<file path="src/rtl/parity4_rx_v.sv">
// Serial nibble receiver: start bit, 4 data bits (MSB first), parity bit, stop bit.
// Samples i_sd only on strobed edges, reports each frame with a one-cycle o_valid
// pulse and keeps a saturating count of frames that carried a parity or framing error.
module parity4_rx_v #(
  parameter int unsigned EVEN_PAR = 1,
  parameter int unsigned CNT_W    = 8
) (
  input  logic             i_clk,
  input  logic             i_rst_n,
  input  logic             i_bit_en,
  input  logic             i_sd,
  input  logic             i_clr,
  output logic [3:0]       o_data,
  output logic             o_valid,
  output logic             o_par_err,
  output logic             o_frm_err,
  output logic             o_busy,
  output logic [CNT_W-1:0] o_err_cnt
);

  typedef enum logic [1:0] {StIdle, StData, StParity, StStop} state_e;

  // XOR of data and parity bits that a correct frame must produce
  localparam logic PAR_REF = (EVEN_PAR != 0) ? 1'b0 : 1'b1;
  localparam logic [CNT_W-1:0] CNT_MAX = '1;

  state_e           state_q, state_d;
  logic [1:0]       bit_idx_q, bit_idx_d;
  logic [3:0]       shift_q, shift_d;
  logic             par_q, par_d;
  logic [3:0]       data_q, data_d;
  logic             valid_q, valid_d;
  logic             par_err_q, par_err_d;
  logic             frm_err_q, frm_err_d;
  logic [CNT_W-1:0] cnt_q, cnt_d;
  logic             par_bad;
  logic             frame_done;

  // Next-state: frame FSM, result capture and saturating error counter
  always_comb begin
    state_d    = state_q;
    bit_idx_d  = bit_idx_q;
    shift_d    = shift_q;
    par_d      = par_q;
    data_d     = data_q;
    valid_d    = 1'b0;
    par_err_d  = par_err_q;
    frm_err_d  = frm_err_q;
    cnt_d      = cnt_q;
    frame_done = 1'b0;
    par_bad    = ((^shift_q) ^ par_q) != PAR_REF;

    if (i_bit_en) begin
      unique case (state_q)
        StIdle: begin
          if (!i_sd) begin
            state_d   = StData;
            bit_idx_d = 2'd0;
          end
        end
        StData: begin
          shift_d   = {shift_q[2:0], i_sd};
          bit_idx_d = bit_idx_q + 2'd1;
          if (bit_idx_q == 2'd3) begin
            state_d = StParity;
          end
        end
        StParity: begin
          par_d   = i_sd;
          state_d = StStop;
        end
        StStop: begin
          // A 0 stop bit still returns to idle; it is never reused as a start bit
          frame_done = 1'b1;
          state_d    = StIdle;
          data_d     = shift_q;
          par_err_d  = par_bad;
          frm_err_d  = !i_sd;
          valid_d    = 1'b1;
        end
        default: state_d = StIdle;
      endcase
    end

    if (i_clr) begin
      cnt_d = '0;
    end else if (frame_done && (par_bad || !i_sd) && (cnt_q != CNT_MAX)) begin
      cnt_d = cnt_q + 1'b1;
    end
  end

  // State and output registers with asynchronous active-low reset
  always_ff @(posedge i_clk or negedge i_rst_n) begin
    if (!i_rst_n) begin
      state_q   <= StIdle;
      bit_idx_q <= 2'd0;
      shift_q   <= 4'd0;
      par_q     <= 1'b0;
      data_q    <= 4'd0;
      valid_q   <= 1'b0;
      par_err_q <= 1'b0;
      frm_err_q <= 1'b0;
      cnt_q     <= '0;
    end else begin
      state_q   <= state_d;
      bit_idx_q <= bit_idx_d;
      shift_q   <= shift_d;
      par_q     <= par_d;
      data_q    <= data_d;
      valid_q   <= valid_d;
      par_err_q <= par_err_d;
      frm_err_q <= frm_err_d;
      cnt_q     <= cnt_d;
    end
  end

  assign o_data    = data_q;
  assign o_valid   = valid_q;
  assign o_par_err = par_err_q;
  assign o_frm_err = frm_err_q;
  assign o_busy    = (state_q != StIdle);
  assign o_err_cnt = cnt_q;

endmodule

</file>
<file path="config.mk">
export PLATFORM = sky130hd
export DESIGN_NAME = parity4_rx_v
export DESIGN_NICKNAME = d
export VERILOG_FILES = /design/src/rtl/parity4_rx_v.sv
export SDC_FILE = /design/constraint.sdc
export NUM_CORES = 1
export LEC_CHECK = 0
export ABC_AREA = 0
export CAP_MARGIN = 15
export CORE_MARGIN = 8
export CORE_UTILIZATION = 40
export DETAILED_ROUTE_END_ITERATION = 8
export PLACE_DENSITY = 0.67
export SYNTH_ARGS = -nofsm -noshare
export SYNTH_HDL_FRONTEND = slang
export SYNTH_SLANG_ARGS = --single-unit
export TNS_END_PERCENT = 50
</file>
<file path="constraint.sdc">
create_clock -name i_clk -period 1.65 [get_ports i_clk]
set_input_delay 0.165 -clock i_clk [delete_from_list [all_inputs] [get_ports i_clk]]
set_output_delay 0.165 -clock i_clk [all_outputs]
set_load 0.01 [all_outputs]
</file>
=== After elaboration in Yosys (flattened, before gate mapping) ===
Cells that the tools add are included.
W data, S select, Z words.

* RAM bits: 0
* Register bits: 24
* Bits in latches: 0
* Memories: 0
* Word-level logic and storage cells: 42
* Bits in read-only memories: 0

* Divide/modulo/power cells: 0
* Shift operators: 0
* Muxes and demuxes: 9
* Bitwise operators: 1
* Eq/ne operators: 7
* Multiply operators: 0
* Magnitude comparators: 0
* $add $sub $neg: 2
* Reduce and logical (&&, ||, !) cells: 14

{| class="wikitable"
|+ Operator list
! cell !! number
|-
| $mux W8 || 2
|-
| $add A8 B1 Y8 const B || 1
|-
| $ne A8 B8 Y1 const B || 1
|-
| $pmux W2 S4 || 1
|-
| $eq A2 B2 Y1 const B || 3
|-
| $mux W2 || 3
|-
| $reduce_and A2 Y1 || 3
|-
| $reduce_and A3 Y1 || 2
|-
| $reduce_bool A2 Y1 || 3
|-
| $ne A2 B2 Y1 const B || 2
|-
| $pmux W2 S2 || 1
|-
| $reduce_xor A4 Y1 || 1
|-
| $add A2 B1 Y2 const B || 1
|-
| $eq A2 B1 Y1 const B || 1
|-
| $logic_and A1 B1 Y1 || 2
|-
| $logic_not A2 Y1 || 1
|-
| $mux W1 || 2
|-
| $logic_not A1 Y1 || 1
|-
| $logic_or A1 B1 Y1 || 1
|-
| $xor A1 B1 Y1 || 1
|}

=== Longest topological paths before layout ===
* Depth after elaboration: 7
* Gate-level depth with buffers: 6
* Mapped depth without buffers: 6

=== Worst setup path after synthesis ===
OpenSTA, ideal clock, no wires.

* Kind: register -> register
* Start point: reg shift_q[0]
* End point: reg cnt_q[0], in the netlist o_err_cnt[0]
* Setup slack: -0.105 ns
* Path buffers: 0
* Setup time: 0.128 ns
* Arrival: 1.627 ns
* Stages on the path, launching flop included: 5
* Cells stage by stage: dfrtp_1 xnor3_2 xnor2_4 a211oi_2 mux2_1

* Cells in the longest elaborated chain, start to end: 6

{| class="wikitable"
|+ RTL lines
! item !! RTL line !! RTL
|-
| start, declared || 29 || <nowiki>logic [3:0] shift_q, shift_d;</nowiki>
|-
| start signal, assigned || 107 || <nowiki>shift_q <= shift_d;</nowiki>
|-
| $reduce_xor A4 Y1 || 51 || <nowiki>par_bad = ((^shift_q) ^ par_q) != PAR_REF;</nowiki>
|-
| $xor A1 B1 Y1 || 51 ||
|-
| $logic_or A1 B1 Y1 || 87 || <nowiki>end else if (frame_done && (par_bad || !i_sd) && (cnt_q != CNT_MAX)) begin</nowiki>
|-
| $logic_and A1 B1 Y1 (2 in series) || 87 ||
|-
| $reduce_bool A2 Y1 (no source line) || -- ||
|-
| end signal, assigned || 113 || <nowiki>cnt_q <= cnt_d;</nowiki>
|-
| end, declared || 35 || <nowiki>logic [CNT_W-1:0] cnt_q, cnt_d;</nowiki>
|}

No other way between the ends.
A chain may end at the register's enable or synchronous reset.

=== Worst setup path after layout ===
* Start point: reg shift_q[3]
* End point: reg cnt_q[4], in the netlist o_err_cnt[4]

The elaborated chain is that of the path after synthesis.

==> flow_summary.ini <==
[logic_synthesis]
syn-num-nets = 132
synth_top_area_share = 0.473
yosysWarningCount = 0
synthTopCellsByArea = dfrtp_1 (47%), ha_1 (6.9%), nand2_1 (6.8%), mux2_1 (5.3%), mux2_2 (5.3%)
ys_ff_latch = 24
syn-cell-area_um2 = 1270
synth_cells = 120
avgSynthCellArea_um2 = 10.6
synth_top_area_cell = dfrtp_1
ys_async_sr_fraction = 1.00
synth_top_cells_by_count = dfrtp_1 (24), nand2_1 (23), ha_1 (7), nor2_1 (7)
yosysMostFrequentCell = dfrtp_1
yosysSeqAreaShare = 0.473
synth_cell_type_count = 31
synth_edf_count = 0
synth_flop_cell = dfrtp_1

[worst_setup_path]
cp-end-kind = register
rr_worst_depth = 4
reg2reg_slack_ps = -110
cp_max_fo = 9
arrival_ps = 1990
worstReg2RegEnd = o_err_cnt[4]
crit_type = reg -> reg
crit_path_start = shift_q[3]
rr_startpoint = shift_q[3]
start_kind = register
crit_required_ps = 1870

[grt]
grt.total_usage = 0.116
grt_first_pass_wirelength_um = 4800
grt_max_degree = 25
first_global_vias = 1064
grt_antenna_before_repair = 0
grt-ovfl-total = 0

[placed_design]
dp_cells = 196
dp_hpwl_um = 2040
io_buffer_count = 20
pre_cts_slack_ps = -143
routabilityCongestion = 0.777
placed_area_um2 = 1640

[sta]
setup_ws_ps = -115
hold_viol_final = 0
fin_skew_ps = 6.80
tightest_slew_ps = 516
fmax_mhz = 567
min_period_ps = 1760
relSlewSlack = 0.655
fin_tns_setup_ps = -637
holdWs_ps = 194
rsz0062_at_grt = true
period_share = 1.07
finalSetupViolCount = 7
drv_slew = 0

[pwr]
p_total_mw = 2.85
p_leak_nw = 0.796
power_density_nw_per_um2 = 1660
peakVddDrop_uv = 681

[clock_tree]
insertion_delay_ps = 320
ctsHoldBuffers = 0
cts_tree = done
numCtsBuffers = 3
clkTransAtPathRegs_ps = 140
clock-sinks = 24
htree_levels = 1
clock-root-buffer = clkbuf_4
cts_buffer_depth = 2

[route]
num_vias = 993
final_antenna_net_count = 0
vias_per_cell = 4.89
wl_um = 2840
drc = 0
wl_per_cell_um = 14.0
drt-pass1-iter-count = 4
drtIter0Drc = 28

[floorplan]
rows = 20
core-area_um2 = 3030
die_x_um = 72.3
dieArea_um2 = 5230
initial_core_util = 0.419
ios = 21
die_y_um = 72.3

[layout]
utilization = 0.569
fin_nets = 172
drive_above_1_share = 0.252
antenna_cells = 0
design_area_um2 = 1720
fin_cells = 203
area_growth_pct = 35.8

[outcome]
failed_checks = setup timing
status = finished, violations left

[min_path]
hp-class = in -> async

[flow_run]
drv_cap = 0
[cell usage in the layout, fill, tap and decap left out, drive strengths merged]
| cell type | n |
|---|---|
| a211o | 1 |
| a32o | 1 |
| a21boi | 1 |
| and3 | 2 |
| nor2b | 6 |
| dlygate4sd2 | 1 |
| o2111ai | 1 |
| xnor3 | 1 |
| o21ai | 5 |
| clkdlybuf4s50 | 19 |
| nor4 | 1 |
| a21oi | 3 |
| nand4b | 1 |
| xnor2 | 2 |
| nand3 | 2 |
| nand2 | 23 |
| a211oi | 4 |
| nor3 | 1 |
| inv | 6 |
| clkbuf | 4 |
| mux2i | 1 |
| nand4 | 1 |
| buf | 18 |
| ha | 7 |
| and2 | 1 |
| mux2 | 12 |
| a221oi | 1 |
| nor2 | 7 |
| nand2b | 2 |
| dfrtp | 24 |
[power by group]
part	internal, mW	switching, mW	total, mW
registers	0.781	0.118	0.899
clock network	0.135	0.185	0.320
logic	0.861	0.774	1.64
[critical path, cell delays in order, from the launching register on]
cell,delay [ps]
dfrtp_1,420
xnor3_2,420
xnor2_4,210
a211oi_2,290
mux2_1,340
[worst max-delay path by stage]
stage / slack, ps / end / cells past startpoint
2_1_floorplan: -50 / o_err_cnt[0] / 4
3_3_place_gp: -80 / o_err_cnt[0] / 4
3_5_place_dp: -140 / o_err_cnt[0] / 4
4_1_cts: -130 / o_err_cnt[0] / 4
5_1_grt: -190 / o_err_cnt[4] / 4
6_report: -110 / o_err_cnt[4] / 4
[sequential cells by signal (all words and copies together), names as in the netlist, 2 cells and up]
signal / flops
o_err_cnt: 8
o_data: 4
shift_q: 4
state_q: 2
bit_idx_q: 2
[cell type report]
cell class	instances	area, um2
clock buffer	4	36.3
fill	275	1300
tap	44	55.1
multi-input combinational	87	676
inverter	6	22.5
sequential	24	601
timing repair buffer	38	334
[routing by layer]
| metal | track usage | vias to the layer above | share of wire | routed length, um |
|---|---|---|---|---|
| met4 | 0.0612 | 0 | 0.020 | 58 |
| met1 | 0.125 | 488 | 0.42 | 1210 |
| li1 | - | 485 | - | - |
| met2 | 0.210 | 15 | 0.52 | 1470 |
| met5 | 0 | - | 0 | 0 |
| met3 | 0.0207 | 5 | 0.038 | 108 |
[kinds of logic after synthesis]
kind of cell	count (synthesis)	synth area share
AOI/OAI and AO/OA	17	0.0985
xor gates and xnor gates	3	0.0473
adders and majority gates	7	0.0690
buffers and inverters	9	0.0266
DFF	24	0.473
muxes	13	0.114
and+or+nand+nor	47	0.171
[timing repair]
action,4_1_cts,5_1_grt
setup endpoints to repair,8,11
pin swaps,1,0
cloned,0,0
resized for setup,3,5
hold endpoints to repair,0,0
buffers inserted,3,0
Power figures use the tool's default switching activity.
